==> config.mk <==
export PLATFORM = sky130hd
export DESIGN_NAME = ahb_dec12
export DESIGN_NICKNAME = d
export VERILOG_FILES = /design/src/rtl/ahb_dec12.sv
export SDC_FILE = /design/constraint.sdc
export NUM_CORES = 1
export LEC_CHECK = 0
export ABC_AREA = 1
export CORE_MARGIN = 3
export CORE_UTILIZATION = 37
export DETAILED_ROUTE_END_ITERATION = 12
export HOLD_SLACK_MARGIN = 0.03
export PLACE_DENSITY = 0.81
export SKIP_LAST_GASP = 1
export SYNTH_ARGS = -nofsm -noshare
export SYNTH_HDL_FRONTEND = slang
export SYNTH_SLANG_ARGS = --single-unit
==> constraint.sdc <==
create_clock -name HCLK -period 1.61 [get_ports HCLK]
set_input_delay 0.161 -clock HCLK [delete_from_list [all_inputs] [get_ports HCLK]]
set_output_delay 0.161 -clock HCLK [all_outputs]
set_load 0.02 [all_outputs]
==> src/rtl/ahb_dec12.sv <==
// AHB address decoder for 11 mapped slaves plus a default slave (index 11)
// that answers unmapped NONSEQ/SEQ transfers with a two-cycle ERROR response.
module ahb_dec12 #(
  parameter int AW   = 32,
  parameter int RLSB = 28
) (
  input  logic          HCLK,
  input  logic          HRESETn,
  input  logic [AW-1:0] HADDR,
  input  logic [1:0]    HTRANS,
  input  logic          HREADY,
  output logic [11:0]   hsel,
  output logic [11:0]   dsel,
  output logic          def_hreadyout,
  output logic          def_hresp,
  output logic [7:0]    err_cnt
);

  typedef enum logic [1:0] {
    S_OKAY = 2'd0,
    S_ERR1 = 2'd1,
    S_ERR2 = 2'd2
  } state_t;

  state_t      state_q, state_d;
  logic [11:0] dsel_q, dsel_d;
  logic [7:0]  err_cnt_q, err_cnt_d;
  logic [3:0]  region;
  logic        err_start;

  // Only the region field and HTRANS[1] matter; the rest is consumed here.
  logic unused_bits;
  assign unused_bits = ^{HADDR, HTRANS[0]};

  assign region = HADDR[RLSB+3:RLSB];

  always_comb begin
    hsel = '0;
    if (region > 4'd10) hsel[11] = 1'b1;
    else                hsel = 12'b1 << region;
  end

  always_comb begin
    dsel_d = dsel_q;
    if (HREADY) dsel_d = hsel;
  end

  // ERR1 is always followed by ERR2; ERR2 behaves like OKAY for the next
  // address phase so back-to-back errors skip the OKAY cycle.
  always_comb begin
    state_d   = state_q;
    err_start = 1'b0;
    case (state_q)
      S_ERR1: state_d = S_ERR2;
      default: begin
        if (HREADY) begin
          if (hsel[11] && HTRANS[1]) begin
            state_d   = S_ERR1;
            err_start = 1'b1;
          end else begin
            state_d = S_OKAY;
          end
        end
      end
    endcase
  end

  always_comb begin
    err_cnt_d = err_cnt_q;
    if (err_start && (err_cnt_q != 8'hFF)) err_cnt_d = err_cnt_q + 8'd1;
  end

  always_ff @(posedge HCLK or negedge HRESETn) begin
    if (!HRESETn) begin
      state_q   <= S_OKAY;
      dsel_q    <= 12'h800;
      err_cnt_q <= 8'd0;
    end else begin
      state_q   <= state_d;
      dsel_q    <= dsel_d;
      err_cnt_q <= err_cnt_d;
    end
  end

  assign dsel          = dsel_q;
  assign def_hreadyout = (state_q != S_ERR1);
  assign def_hresp     = (state_q != S_OKAY);
  assign err_cnt       = err_cnt_q;

endmodule

---- Word-level counts from Yosys, hierarchy flattened ----
Index checks and enable logic that the tools add are counted.
operators by class
  $add $sub $neg .......................... 1
  eq/ne operators ......................... 3
  shift operators ......................... 1
  magnitude comparators ................... 1
  reduce and logical (&&, ||, !) cells .... 4
  multiplexer cells ....................... 8
operators with widths
  cell                  number
  $shl 1x4->12 const A  1
  $mux 11               1
  $add 8x1->8 const B   1
  $ne 8x8->1 const B    1
  $mux 1                5
  $gt 4x4->1 const B    1
  $mux 2                2
  $reduce_bool 2->1     2
  $eq 2x1->1 const B    1
  $logic_and 1x1->1     2
  $ne 2x1->1 const B    1
word-level totals
  flip-flop bits (word level) ............. 22

---- Logic depth before layout (Yosys ltp) ----
  depth in word-level cells ............... 7
  depth in mapped cells ................... 9
  gate-level depth less buffers ........... 8

---- Worst setup path before layout ----
No wires, ideal clock.
  kind .................................... register to register
  start ................................... register err_cnt_q[1], in the netlist err_cnt[1]
  end ..................................... register err_cnt_q[5], in the netlist err_cnt[5]
  setup slack ............................. 0.303 ns
  period minus slack after synthesis ...... 1.307 ns
  cell stages (with the launch flop) ...... 8
  data arrival time ....................... 1.242 ns
  required time ........................... 1.545 ns
  cells stage by stage .................... dfrtp_1 -> ha_1 -> nand3_2 -> clkinv_2 -> nand3_4 -> nand2_4 -> nand2_1 -> nand2_1
between the ends
  longest elaborated chain between the ends .. 2
  elaborated cells between the ends (all ways) .. 3
ends and longest elaborated chain
  element                                                              line  RTL
  from (decl)                                                          27    logic [7:0] err_cnt_q, err_cnt_d;
  from (signal assigned)                                               81    err_cnt_q <= err_cnt_d;
  parallel branches: the longest is 2 deep, another holds $add 8x1->8  -
Parallel ways; which one is timed is not known.
A chain may end at the register's enable or synchronous reset.

---- Worst setup path in the final report ----
  start ................................... register err_cnt_q[4], in the netlist err_cnt[4]
  end ..................................... output err_cnt[4]
RTL lines
  element    line  RTL
  to (decl)  16    output logic [7:0] err_cnt
No word-level cell between the ends.

==> results.toml <==
[status]
outcome = "finished, final reports clean"

[critical_path]
cp-end-kind = "primary output"
path_max_fanout = 6
cp_slowest_cell = "clkdlybuf4s50_1"
critical_path.top_delay_family = "buffers and inverters"
setup.worst_path.start_class = "flip-flop"
criticalPathCategory = "reg2out"
crit_arrival_ns = 1.40
cp_cell_sequence = "clkdlybuf4s50_1"
path_buf_inv = 1
cp_slowest_stage_delay_ns = 0.64
cp.required_ns = 1.45

[run]
cap_viol_max_count = 0

[finish]
n_antenna_cell = 0
nFillCells = 291
final_util_pct = 57.8
final_nets = 243
drive_gt1_share_pct = 22.5
syn_to_final_growth_pct = 48.1

[drt]
drt-total-wl_mm = 2.75
drt_iter0_markers = 58
vias_per_cell = 4.35
drc = 0
drt-wirelength-per-cell_um = 11.1
dr.pass1.iters = 4
ant_nets = 0
num_vias = 1079

[global_routing]
grt_pass1_vias = 1100
grtUsageTotal_pct = 15.5
grt_overflow = 0
grt_pass1_wl_mm = 4.86
antenna_found_initial = 0
grt_max_degree = 23

[logic_synthesis]
yosys.area_share.simple_pct = 32.9
avgSynthCellArea_um2 = 8.24
synth-seq-cells = 22
synth_xor_area_share_pct = 0.728
synthDistinctLibCells = 24
postSynthCellCount = 146
yosysSeqAreaShare_pct = 45.9
synth_fa_ha_area_share_pct = 1.04
synthMuxAreaShare_pct = 9.37
synth_top_family_by_area = "simple AND/OR/NAND/NOR gates"
synthesis.nets = 184
ys_warn_count = 0
synth-compound-area-share_pct = 3.02
synthesis.area_um2 = 1200

[floorplan]
chipHeight_um = 63.0
core_um2 = 3080
initial_core_util_pct = 39.1
die_w_um = 63.0
rows = 20
ios = 71
die_area_um2 = 3970

[timing]
slew_violations = 0
slew_headroom_pct = 82.5
finalSetupViolations = 0
final.min_clock_period_ns = 1.56
finalHoldViolCount = 0
clock_skew_ns = 0.00452
max_freq_mhz = 640
rsz0062_at_grt = "false"
fin_setup_tns_ns = 0
tightest_slew_ns = 0.262
timing.final.crit_share_pct = 97.0

[placement]
gp_congestion = 0.815
place_hpwl_mm = 2.27
io_buffers = 41

[clock_tree]
cts_hold_buffers = 0
clk_path_buf_depth = 2
cts.clk_slew.worst_paths_ns = 0.12
postCtsSetupBuffers = 0
cts_tree = "yes"
cts-root-buf = "clkbuf_4"
clkLatencyLatePin_ns = 0.30
numCtsBuffers = 3
cts.sinks = 22
h-tree-depth = 1

[pwr]
comb_power_share_pct = 30.3
switching_share_pct = 33.5
clockPowerShare_pct = 19.1
p_sw_w = 0.000449
seqPwrFrac_pct = 50.5
cellPowerDensity_nw_per_um2 = 753
peakVddDrop_mv = 0.504
p_int_w = 0.000892
p_leak_nw = 0.924

[min_path]
hold_class = "in2async"
==> flip-flops by register name, summed over array words and instances (netlist names) <==
| name | cells |
|---|---|
| err_cnt | 8 |
| state_q | 2 |
| dsel | 12 |
==> logic make-up (layout without fill, tap and decap cells) <==
family          Yosys count  count (layout)
fa+ha+maj                 1               1
xor+xnor                  1               1
flops                    22              22
compound gates            6               6
buf+inv                  21              79
mux                      10              10
simple gates             85              85
==> Yosys cell counts <==
cell type / number / share of area (%)
a21oi_2: 1 / 0.73
nand3_2: 1 / 0.83
mux2_2: 10 / 9.4
nor2_1: 21 / 6.6
dfstp_2: 1 / 2.2
nand2_4: 2 / 1.9
buf_2: 1 / 0.42
inv_1: 13 / 4.1
nand3b_1: 2 / 1.2
xor2_1: 1 / 0.73
nor2_8: 1 / 1.7
o31ai_1: 1 / 0.62
a21oi_1: 1 / 0.42
inv_2: 5 / 1.6
o21ai_0: 3 / 1.2
buf_4: 1 / 0.62
nand2_1: 47 / 15
nor2_2: 1 / 0.52
clkinv_2: 1 / 0.42
nand3_4: 1 / 1.5
ha_1: 1 / 1.0
nand3_1: 6 / 2.5
dfrtp_1: 21 / 44
nand2_2: 3 / 1.6
==> power by group through the flow <==
stage / Clock, W / Sequential [W] / Combinational, W
final: 0.000257 / 0.000678 / 0.000407
after global routing: 0.000285 / 0.000693 / 0.000450
after CTS: 0.000267 / 0.000679 / 0.000413
after detailed placement: 0 / 0.000687 / 0.000423
after global placement: 0 / 0.000685 / 0.000418
after floorplan: 0 / 0.000737 / 0.000163
==> worst paths after layout <==
path / from / to / slack (ns) / cells after the start
max: err_cnt[4] / err_cnt[4] / 0.05 / 1
min: HRESETn / err_cnt[0] / 0.19 / 2
max reg2reg: err_cnt[0] / err_cnt[4] / 0.28 / 7
min reg2reg: dsel[11] / dsel[11] / 0.51 / 2
max in group asynchronous: HRESETn / dsel[11] / 1.15 / 2
min in group HCLK: dsel[11] / dsel[11] / 0.51 / 2
==> cell usage in the layout (no fill, tap or decap), drive strengths merged <==
master | netlist | layout
a21oi | 2 | 2
buf | 2 | 15
clkbuf | 0 | 4
clkdlybuf4s15 | 0 | 3
clkdlybuf4s50 | 0 | 26
clkinv | 1 | 1
dfrtp | 21 | 21
dfstp | 1 | 1
dlygate4sd2 | 0 | 12
ha | 1 | 1
inv | 18 | 18
mux2 | 10 | 10
nand2 | 52 | 52
nand3 | 8 | 8
nand3b | 2 | 2
nor2 | 23 | 23
o21ai | 3 | 3
o31ai | 1 | 1
xor2 | 1 | 1
==> metrics by stage <==
step                      hold slack, ns  cells  area, um2  total power, W  worst slack (ns)
after floorplan                   -0.135    146       1200        0.000900             0.303
after global placement             0.475    244       1770         0.00110            -0.182
after detailed placement           0.489    244       1770         0.00111            -0.213
after CTS                          0.206    248       1780         0.00136            0.0443
after global routing               0.224    248       1780         0.00143          0.000282
final                              0.194    248       1780         0.00134            0.0479
==> final cells by class <==
type | count | area, um2 | share of cell area [%]
inverter | 19 | 72.6 | 4.08
sequential | 22 | 553 | 31.1
clock buffer | 4 | 26.3 | 1.48
tap | 44 | 55.1 | 3.09
multi-input combinational | 103 | 566 | 31.8
timing repair buffer | 56 | 508 | 28.5
==> routing by layer <==
layer / wire [um] / track usage (%) / up-vias
met3: 86 / 3.24 / 6
met5: 0 / 0 / -
met4: 84 / 7.71 / 0
li1: - / - / 570
met1: 1190 / 18.1 / 482
met2: 1400 / 26.5 / 21
==> worst reg2reg max path, cell delays in order (launching register included) <==
cell and delay (ns):
dfrtp_1 0.44, ha_1 0.28, nand3_2 0.11, clkinv_2 0.08
nand3_4 0.10, nand2_4 0.10, nand2_1 0.07, nand2_1 0.06
==> repair_timing <==
action | CTS | global route
gates cloned | 0 | 0
gates resized for setup | 16 | 3
setup endpoints to repair | 16 | 3
hold endpoints to repair | 0 | 0
No activity file was read; power rests on OpenSTA's default activity.
